--- config.mk ---
export PLATFORM = sky130hd
export DESIGN_NAME = dec_func_unit_flat
export DESIGN_NICKNAME = d
export VERILOG_FILES = /design/src/rtl/dec_func_if.sv /design/src/rtl/dec_func_unit.sv /design/src/flat_wrapper.sv
export SDC_FILE = /design/constraint.sdc
export NUM_CORES = 1
export LEC_CHECK = 0
export CAP_MARGIN = 20
export CORE_UTILIZATION = 40
export DETAILED_ROUTE_END_ITERATION = 6
export GPL_ROUTABILITY_DRIVEN = 1
export GPL_TIMING_DRIVEN = 1
export HOLD_SLACK_MARGIN = 0.1
export PLACE_DENSITY = 0.71
export SYNTH_ARGS = -nofsm -noshare
export SYNTH_HDL_FRONTEND = slang
export SYNTH_SLANG_ARGS = --single-unit
export TNS_END_PERCENT = 30
--- constraint.sdc ---
create_clock -name clk -period 2.6 [get_ports clk]
set_input_delay 0.39 -clock clk [delete_from_list [all_inputs] [get_ports clk]]
set_output_delay 0.39 -clock clk [all_outputs]
set_load 0.05 [all_outputs]
--- src/rtl/dec_func_if.sv ---
`default_nettype none
// ============================================================================
//  Module   : dec_func_if
//  Purpose  : Bundles the request, mask-load, sweep-control and result
//             signals of the decoder-based function unit.
//  Revision : 1.0  initial release
// ============================================================================
interface dec_func_if #(
   parameter int N = 4
);
   localparam int c_num_codes = 2**N;

   // Request side
   logic                    en;
   logic [N-1:0]            w;
   logic                    in_valid;
   logic                    mask_load;
   logic [c_num_codes-1:0]  mask_in;
   logic                    sweep_start;

   // Result side
   logic [c_num_codes-1:0]  y;
   logic                    f;
   logic                    f_valid;
   logic                    sweep_busy;
   logic                    sweep_done;
   logic [N:0]              ones_count;

   modport master (
      output en, w, in_valid, mask_load, mask_in, sweep_start,
      input  y, f, f_valid, sweep_busy, sweep_done, ones_count
   );

   modport slave (
      input  en, w, in_valid, mask_load, mask_in, sweep_start,
      output y, f, f_valid, sweep_busy, sweep_done, ones_count
   );
endinterface
`default_nettype wire

--- src/rtl/dec_func_unit.sv ---
`default_nettype none
// ============================================================================
//  Module   : dec_func_unit
//  Purpose  : Registered N-to-2^N decoder feeding a programmable
//             sum-of-minterms function, with a sweep mode that walks every
//             input code and counts the true minterms.
//  Revision : 1.0  initial release
// ============================================================================
module dec_func_unit #(
   parameter int                 N         = 4,
   parameter logic [(2**N)-1:0]  MASK_INIT = 16'hC2CA
) (
   input  logic       clk,
   input  logic       rst_n,
   dec_func_if.slave  bus
);

   localparam int                    c_num_codes   = 2**N;
   localparam logic [N-1:0]          c_last_code   = N'(c_num_codes - 1);
   localparam logic [N-1:0]          c_cnt_one     = N'(1);
   localparam logic [c_num_codes-1:0] c_onehot_base = c_num_codes'(1);

   typedef enum logic [1:0] {
      ST_IDLE  = 2'd0,
      ST_SWEEP = 2'd1,
      ST_DONE  = 2'd2
   } state_t;

   state_t                    r_state;
   logic [c_num_codes-1:0]    r_mask;
   logic [N-1:0]              r_cnt;
   logic [c_num_codes-1:0]    r_y;
   logic                      r_f;
   logic                      r_f_valid;
   logic [N:0]                r_ones_count;

   // Minterm lookups for the single-evaluation path and the sweep path
   logic                      w_eval_bit;
   logic                      w_sweep_bit;

   assign w_eval_bit  = r_mask[bus.w];
   assign w_sweep_bit = r_mask[r_cnt];

   // Controller: request handling, sweep walk and minterm counting
   always_ff @(posedge clk or negedge rst_n) begin
      if (!rst_n) begin
         r_state      <= ST_IDLE;
         r_mask       <= MASK_INIT;
         r_cnt        <= '0;
         r_y          <= '0;
         r_f          <= 1'b0;
         r_f_valid    <= 1'b0;
         r_ones_count <= '0;
      end else begin
         // The qualifier is a single-cycle pulse; y and f hold between pulses
         r_f_valid <= 1'b0;

         case (r_state)
            ST_IDLE: begin
               // Loading is independent of the other requests; an evaluation
               // on this edge still sees the previous mask.
               if (bus.mask_load) begin
                  r_mask <= bus.mask_in;
               end

               if (bus.sweep_start) begin
                  // A sweep request wins and swallows any simultaneous request
                  r_state      <= ST_SWEEP;
                  r_cnt        <= '0;
                  r_ones_count <= '0;
               end else if (bus.in_valid) begin
                  r_f_valid <= 1'b1;
                  if (bus.en) begin
                     r_y <= c_onehot_base << bus.w;
                     r_f <= w_eval_bit;
                  end else begin
                     r_y <= '0;
                     r_f <= 1'b0;
                  end
               end
            end

            ST_SWEEP: begin
               if (bus.en) begin
                  r_y          <= c_onehot_base << r_cnt;
                  r_f          <= w_sweep_bit;
                  r_f_valid    <= 1'b1;
                  r_ones_count <= r_ones_count + {{N{1'b0}}, w_sweep_bit};
                  if (r_cnt == c_last_code) begin
                     // Last code: counter wraps, count is final on this edge
                     r_state <= ST_DONE;
                     r_cnt   <= '0;
                  end else begin
                     r_cnt <= r_cnt + c_cnt_one;
                  end
               end else begin
                  // Paused: outputs forced low, position and count retained
                  r_y <= '0;
                  r_f <= 1'b0;
               end
            end

            ST_DONE: begin
               r_state <= ST_IDLE;
            end

            default: begin
               r_state <= ST_IDLE;
            end
         endcase
      end
   end

   assign bus.y          = r_y;
   assign bus.f          = r_f;
   assign bus.f_valid    = r_f_valid;
   assign bus.ones_count = r_ones_count;
   assign bus.sweep_busy = (r_state == ST_SWEEP);
   assign bus.sweep_done = (r_state == ST_DONE);

endmodule
`default_nettype wire

--- src/flat_wrapper.sv ---
// flat-port wrapper written by rule: the top's interface ports become plain ports
module dec_func_unit_flat 
#(
   parameter int                 N         = 4,
   parameter logic [(2**N)-1:0]  MASK_INIT = 16'hC2CA
)
  (clk, rst_n, bus_en, bus_w, bus_in_valid, bus_mask_load, bus_mask_in, bus_sweep_start, bus_y, bus_f, bus_f_valid, bus_sweep_busy, bus_sweep_done, bus_ones_count);
  dec_func_if #(.N(N)) bus_i ();
  input  logic clk;
  input  logic rst_n;
  input wire logic [$bits(bus_i.en)-1:0] bus_en;
  input wire logic [$bits(bus_i.w)-1:0] bus_w;
  input wire logic [$bits(bus_i.in_valid)-1:0] bus_in_valid;
  input wire logic [$bits(bus_i.mask_load)-1:0] bus_mask_load;
  input wire logic [$bits(bus_i.mask_in)-1:0] bus_mask_in;
  input wire logic [$bits(bus_i.sweep_start)-1:0] bus_sweep_start;
  output wire logic [$bits(bus_i.y)-1:0] bus_y;
  output wire logic [$bits(bus_i.f)-1:0] bus_f;
  output wire logic [$bits(bus_i.f_valid)-1:0] bus_f_valid;
  output wire logic [$bits(bus_i.sweep_busy)-1:0] bus_sweep_busy;
  output wire logic [$bits(bus_i.sweep_done)-1:0] bus_sweep_done;
  output wire logic [$bits(bus_i.ones_count)-1:0] bus_ones_count;
  assign bus_i.en = bus_en;
  assign bus_i.w = bus_w;
  assign bus_i.in_valid = bus_in_valid;
  assign bus_i.mask_load = bus_mask_load;
  assign bus_i.mask_in = bus_mask_in;
  assign bus_i.sweep_start = bus_sweep_start;
  assign bus_y = bus_i.y;
  assign bus_f = bus_i.f;
  assign bus_f_valid = bus_i.f_valid;
  assign bus_sweep_busy = bus_i.sweep_busy;
  assign bus_sweep_done = bus_i.sweep_done;
  assign bus_ones_count = bus_i.ones_count;
  dec_func_unit #(.N(N), .MASK_INIT(MASK_INIT)) u_core (.clk(clk), .rst_n(rst_n), .bus(bus_i));
endmodule
* Yosys cells after proc, flatten, opt, wreduce, memory -nomap -nowiden
Index checks and enable logic that the tools add are counted.
** Operators by class
- Multiplexer cells :: 29
- Eq/ne operators :: 8
- Order comparisons :: 2
- Reductions and logical operators :: 6
- Shift operators :: 2
- Add/subtract/negate cells :: 2
** Operator list (number)
- $mux W16 :: 4
- $pmux W16 S2 :: 1
- $shl A1 B4 Y16 const A :: 2
- $mux W4 :: 3
- $lt A4 B5 Y1 const B :: 2
- $mux W5 :: 2
- $pmux W5 S2 :: 1
- $mux W1 :: 9
- $reduce_and A3 Y1 :: 3
- $bmux W1 S4 :: 2
- $ne A2 B2 Y1 const B :: 4
- $pmux W4 S2 :: 1
- $mux W2 :: 3
- $add A5 B1 Y5 :: 1
- $add A4 B1 Y4 const B :: 1
- $eq A4 B4 Y1 const B :: 1
- $pmux W1 S2 :: 2
- $pmux W2 S2 :: 1
- $eq A2 B1 Y1 const B :: 1
- $eq A2 B2 Y1 const B :: 1
- $logic_not A2 Y1 :: 1
- $ne A2 B1 Y1 const B :: 1
- $reduce_and A2 Y1 :: 1
- $reduce_bool A2 Y1 :: 1
** Word-level totals
- Register bits :: 45
- Logic and storage cells :: 56
- Output and inout port bits :: 25

* Depth between registers and ports, before layout
Gate-level depths: netlist (run 1).
- Depth after elaboration :: 6
- Depth in mapped cells :: 9

* Least setup slack after synthesis (run 1)
Ideal clock, no wire load.
- Path kind :: flip-flop to flip-flop
- Start point :: reg u_core.r_cnt[0]
- End point :: reg u_core.r_ones_count[4], in the netlist u_core.bus.ones_count[4]
- Slack :: 530 ps
- Library setup time :: 145 ps
- Cell stages (with the launch flop) :: 10
- Required time :: 2455 ps
- Data arrival time :: 1925 ps
- Path buffers :: 1
- Path through :: dfrtp_1 > buf_6 > mux4_2 > a22oi_2 > nand3_2 > ha_1 > ha_1 > nand4_1 > xor2_1 > nor2_1
** On the way
- Cells in the longest elaborated chain, start to end :: 5
** RTL lines
- from (decl) :: line dec_func_unit.sv:31 : logic [N-1:0] r_cnt;
- from (signal assigned) :: line dec_func_unit.sv:94 : r_cnt <= r_cnt + c_cnt_one;
- $bmux W1 S4 :: line dec_func_unit.sv:42 : assign w_sweep_bit = r_mask[r_cnt];
- $mux W1 (not written as such) :: line dec_func_unit.sv:42
- $add A5 B1 Y5 :: line dec_func_unit.sv:88 : r_ones_count <= r_ones_count + {{N{1'b0}}, w_sweep_bit};
- $mux W5 :: line dec_func_unit.sv:84 : if (bus.en) begin
- $pmux W5 S2 :: line dec_func_unit.sv:58 : case (r_state)
- to (signal assigned) :: line dec_func_unit.sv:88
- to (decl) :: line dec_func_unit.sv:35 : logic [N:0] r_ones_count;
No other way between the ends. The select of a mux whose other input is x is not followed.
A chain may end at the register's enable or synchronous reset.

* Worst setup path in the final report (run 1)
- Start point :: reg u_core.r_state[1]
- End point :: out bus_sweep_busy
** On the way
- Cells in the longest elaborated chain, start to end :: 1
** RTL lines
- from (decl) :: line dec_func_unit.sv:29 : state_t r_state;
- from (signal assigned) :: line dec_func_unit.sv:47 : r_state <= ST_IDLE;
- from (signal assigned) :: line dec_func_unit.sv:68 : r_state <= ST_SWEEP;
- from (signal assigned) :: line dec_func_unit.sv:91 : r_state <= ST_DONE;
- $eq A2 B1 Y1 :: line dec_func_unit.sv:118 : assign bus.sweep_busy = (r_state == ST_SWEEP);
- to (decl) :: line flat_wrapper.sv:20 : output wire logic [$bits(bus_i.sweep_busy)-1:0] bus_sweep_busy;
No other way between the ends.

==> impl_metrics.ini, run 1 <==
[worst_setup_path]
cp-start-kind = flop
crit_chain = nand2b_1 > inv_1 > clkdlybuf4s50_1
cp_max_fo = 8
path_buf_inv = 2
end_kind = output pin
crit_family = buffers and inverters
cp_slowest_cell = clkdlybuf4s50_1
cp_data_arrival_time_ps = 1960
cp.required_ps = 2210
timing_worst_setup_path_type = reg2out
cpPeakStageDelay_ps = 810

[global_routing]
grt_max_degree = 46
first_global_vias = 1864
grt_overflow_total = 0
grt_pass1_wl_um = 9000
track_usage_pct = 18.6
antenna_found_initial = 0

[cells_and_area]
final_cell_mix = clkdlybuf4s50_1, dfrtp_1, nand2_1, o21ai_0, mux2_2
syn2layout_area_growth_pct = 29.1
mostFrequentLayoutCell = clkdlybuf4s50_1
fill_cells = 536
nNetsFinal = 319
drive_gt1_share_pct = 18.5
finish.utilization_pct = 53.5
diodes = 0

[worst_hold_path]
hold_class = reg2reg

[place]
port_buffers = 50
pre_cts_ws_ps = 334
dp_hpwl_um = 4020
place_congestion = 0.867

[floorplanning]
start_util_pct = 41.4
ioPinCount = 51
dieArea_um2 = 6450
core_um2 = 5920
die_w_um = 80.3
fp-row-count = 28
die_h_um = 80.3

[clock_tree]
cts_setup_buffers = 0
htreeDepth = 2
clock_latency_ps = 310
cts_buffers = 5
clockRootBuffer = clkbuf_8
clockBufferDepth = 2
cts_resized = 0
cts_tree = done
cts.clk_slew.worst_paths_ps = 90
clock-sinks = 45

[yosys]
synthCells = 233
ys_seq_area_share_pct = 46.3
yosysWarnings = 0
netlist_area_um2 = 2450
synth_nets = 267
ys_seq_elements = 45
synth.avg_cell_area_um2 = 10.5
synth_cell_types = 39

[sta]
worstMarginPinSlew_ps = 684
hold_viol_final = 0
rsz0062_at_grt = false
slew_viol_final = 0
final.period_utilization_pct = 90.5
setup_tns_ps = 0
relSlewSlack_pct = 54.3
setup_slack_ps = 246
period_minus_slack_ps = 2350
skew_ps = 12.5
fmax_ghz = 0.425
setup_viol = 0

[drt]
antenna_left = 0
drtIter0Drc = 174
wl_per_cell_um = 15.0
firstDrtPassIters = 4
drt-total-wl_um = 5420
drc_errors = 0
vias_per_cell = 5.42
vias = 1958

[pwr]
vdd_drop_max_v = 0.000545
p_per_area_nw_per_um2 = 998
total_power_mw = 3.16
power_leakage_nw = 1.34

[flow_run]
maxCapViolCount = 0

[outcome]
outcome = finished, final reports clean
[synth_stat cells]
cell type | n | share of area (%)
nor4_1 | 4 | 1.0
nor3b_1 | 1 | 0.31
o32a_1 | 3 | 1.2
nand2_1 | 32 | 4.9
o21bai_1 | 2 | 0.61
mux2_2 | 21 | 9.6
dfrtp_1 | 38 | 39
a22o_1 | 3 | 1.1
nand2b_1 | 3 | 0.77
buf_1 | 1 | 0.15
a2111o_1 | 1 | 0.46
o22ai_1 | 2 | 0.51
buf_6 | 1 | 0.46
mux2i_1 | 5 | 2.0
nand3b_1 | 1 | 0.31
o31ai_1 | 1 | 0.31
a211o_1 | 1 | 0.36
a32oi_1 | 11 | 3.9
inv_1 | 8 | 1.2
dfstp_2 | 7 | 7.5
a22oi_2 | 1 | 0.51
and2_1 | 1 | 0.26
ha_1 | 8 | 4.1
and3_1 | 1 | 0.26
nor3b_2 | 1 | 0.51
nand4_1 | 3 | 0.77
xor2_1 | 3 | 1.1
clkbuf_1 | 10 | 1.5
nand3_1 | 5 | 1.0
a31oi_1 | 2 | 0.51
buf_2 | 4 | 0.82
nor2b_1 | 6 | 1.5
o21ai_0 | 22 | 4.5
nand3_2 | 1 | 0.41
mux4_1 | 2 | 2.1
and4_1 | 1 | 0.36
mux4_2 | 2 | 1.8
and3b_1 | 1 | 0.36
nor2_1 | 13 | 2.0
[kinds of logic after synthesis]
| kind of cell | after synthesis | synth area share, % |
|---|---|---|
| muxes | 30 | 15.7 |
| adders and majority gates | 8 | 4.08 |
| buffers and inverters | 24 | 4.18 |
| xor gates and xnor gates | 3 | 1.07 |
| DFF | 45 | 46.3 |
| and+or+nand+nor | 74 | 14.7 |
| AOI/OAI and AO/OA | 49 | 14.0 |
[worst min-delay path, cell delays in order, from the launching register on]
cell and delay [ps]:
dfrtp_1 350, nand2_1 40, o21ai_0 60
[per-layer routing]
layer  vias up  global-route usage (%)  wire (um)
met4         0                    6.96         70
met2        70                    27.9       2480
met5         -                       0          0
li1        951                       -          -
met3         6                    3.52        334
met1       931                    26.4       2540
[through the flow]
stage	cells	hold slack, ps	area (um^2)
after floorplan	233	94.4	2450
after global placement	351	463	3040
after detailed placement	351	474	3040
after CTS	359	278	3140
after global routing	361	516	3170
final	361	489	3170
[layout make-up]
type | instances | area (um^2) | area share [%]
multi-input combinational | 164 | 1220 | 38.5
sequential | 45 | 1130 | 35.8
timing repair buffer | 61 | 593 | 18.7
tap | 75 | 93.8 | 2.96
clock buffer | 6 | 82.6 | 2.61
inverter | 8 | 30.0 | 0.948
clock inverter | 2 | 13.8 | 0.435
[worst paths after layout]
check                             startpoint                  endpoint  slack [ps]  cells past startpoint
max                        u_core.r_state[1]            bus_sweep_busy         250                      3
min                          u_core.bus.y[2]           u_core.bus.y[2]         490                      2
max reg2reg                  u_core.r_cnt[0]  u_core.bus.ones_count[4]         330                      8
min reg2reg                  u_core.bus.y[2]           u_core.bus.y[2]         490                      2
max in group asynchronous              rst_n          u_core.r_mask[6]        1510                      3
min in group asynchronous              rst_n          u_core.bus.y[14]         530                      2
[registers in the layout, summed over array words and instances, names as in the netlist]
register,cells
u_core.bus.y,16
u_core.r_state,2
u_core.bus.ones_count,5
u_core.bus.f,1
u_core.bus.f_valid,1
u_core.r_mask,16
u_core.r_cnt,4
[what timing repair did]
action / in CTS / in global routing
setup endpoints to repair: 0 / 0
hold buffers: 0 / 1
endpoints found under the hold margin: 0 / 16
[power by group]
part | leakage, nW | internal [mW] | total [mW] | switching (mW)
logic | 0.723 | 0.652 | 1.47 | 0.819
registers | 0.567 | 0.975 | 1.23 | 0.256
clock network | 0.0512 | 0.216 | 0.459 | 0.244
Note: power is estimated with default switching activity, not from simulation.
==> run 2, diff against run 1 <==
Settings changed: CORE_ASPECT_RATIO from default to 1.5.
==> run 2 against run 1 <==
Compared with the run above: hold slack got worse by 51 ps; utilization rose by 0.73 points; sequential power barely moved; first-iteration DRC count fell by 56%; non-clock buffer count rose by 2; largest cell class unchanged.
==> impl_metrics.ini, run 2 (same netlist as run 1, synthesis figures left out) <==
[sta]
worstMarginPinSlew_ps = 599
fmax_ghz = 0.414
skew_ps = 4.63
rsz0062_at_grt = false
hold_viol_final = 0
setup_viol = 0
slew_viol_final = 0
setup_tns_ps = 0
relSlewSlack_pct = 60.0
period_minus_slack_ps = 2420
final.period_utilization_pct = 93.0
hold_slack_ps = 438

[cells_and_area]
mostFrequentLayoutCell = clkdlybuf4s50_1
syn2layout_area_growth_pct = 29.8
drive_gt1_share_pct = 19.1
final_cell_mix = clkdlybuf4s50_1, dfrtp_1, nand2_1, o21ai_0, mux2_2
stdcell_area_um2 = 3180
diodes = 0
nNetsFinal = 321

[global_routing]
grt_overflow_total = 0
grt_pass1_wl_um = 9030
grt_max_degree = 46
track_usage_pct = 18.2
antenna_found_initial = 0
first_global_vias = 1916

[pwr]
power_leakage_nw = 1.35
vdd_drop_max_v = 0.000545
total_power_mw = 3.15
p_per_area_nw_per_um2 = 990

[place]
placed_area_um2 = 3050
place_congestion = 0.838
port_buffers = 50
dp_hpwl_um = 4000

[drt]
firstDrtPassIters = 4
drt-total-wl_um = 5270
drtIter0Drc = 76
drc_errors = 0
antenna_left = 0
vias_per_cell = 5.47
wl_per_cell_um = 14.6
vias = 1969

[floorplanning]
die_h_um = 97.9
dieArea_um2 = 6450
start_util_pct = 41.8
core_um2 = 5870
ioPinCount = 51
die_w_um = 65.9
fp-row-count = 34

[clock_tree]
clock_latency_ps = 300
cts_buffers = 5
clock-sinks = 45
cts_tree = done
cts.clk_slew.worst_paths_ps = 80
clockBufferDepth = 2
htreeDepth = 2
clockRootBuffer = clkbuf_8
cts_resized = 0

[worst_setup_path]
cp-start-kind = flop
cp.required_ps = 2210
cp_data_arrival_time_ps = 2030
end_kind = output pin
cp_max_fo = 7
timing_worst_setup_path_type = reg2out

[outcome]
outcome = finished, final reports clean

[flow_run]
maxCapViolCount = 0

[worst_hold_path]
hold_class = in2async
[run 2: cell types whose count changed in the layout (fill, tap and decap cells not counted)]
| cell | previous run | this run |
|---|---|---|
| buf_4 | 9 | 11 |
| clkinv_4 | 1 | 0 |
| clkbuf_8 | 6 | 7 |
[run 2: routing by layer]
| metal | vias up | global-route usage, % | share of wire (%) |
|---|---|---|---|
| li1 | 951 | - | - |
| met1 | 957 | 21.6 | 40 |
| met2 | 53 | 31.8 | 55 |
| met3 | 8 | 4.09 | 3.5 |
| met4 | 0 | 6.06 | 1.8 |
| met5 | - | 0 | 0 |
[run 2: cell type report]
cell class	instances	area [um^2]
clock buffer	7	96.3
clock inverter	1	5.00
fill	552	2690
inverter	8	30.0
multi-input combinational	164	1220
sequential	45	1130
tap	72	90.1
timing repair buffer	63	608
[run 2: timing repair]
item                      in CTS  in global routing
hold endpoints to repair       0                  4
hold buffers                   0                  1
setup buffers                  0                  0
[run 2: worst paths after layout]
kind	start	endpoint	slack [ps]	cells past startpoint
hold / removal	rst_n	u_core.r_mask[2]	440	2
hold reg to reg	u_core.bus.y[12]	u_core.bus.y[12]	480	2
max in group asynchronous	rst_n	u_core.r_mask[9]	1650	3
setup / recovery	u_core.r_state[1]	bus_sweep_busy	180	3
setup reg to reg	u_core.r_cnt[0]	u_core.bus.ones_count[4]	380	8
min in group clk	u_core.bus.y[12]	u_core.bus.y[12]	480	2
[run 2: worst max-delay path, cell delays in order (launching register included)]
cell and delay [ps]:
dfrtp_1 380, nand2b_1 230, inv_1 250, clkdlybuf4s50_1 870
[run 2: per-stage QoR]
stage | util, % | instances | worst slack (ps)
2_1_floorplan | - | 233 | 530
3_3_place_gp | 52.0 | 350 | 402
3_5_place_dp | 52.0 | 350 | 356
4_1_cts | 53.7 | 358 | 185
5_1_grt | 54.2 | 360 | 87.5
6_report | 54.2 | 360 | 183
[run 2: where the power goes]
group          total, mW  leakage (nW)  switching [mW]  internal (mW)
sequential          1.20         0.567           0.227          0.975
combinational       1.48         0.733           0.833          0.647
clock              0.471        0.0542           0.231          0.240
total               3.15          1.35            1.29           1.86
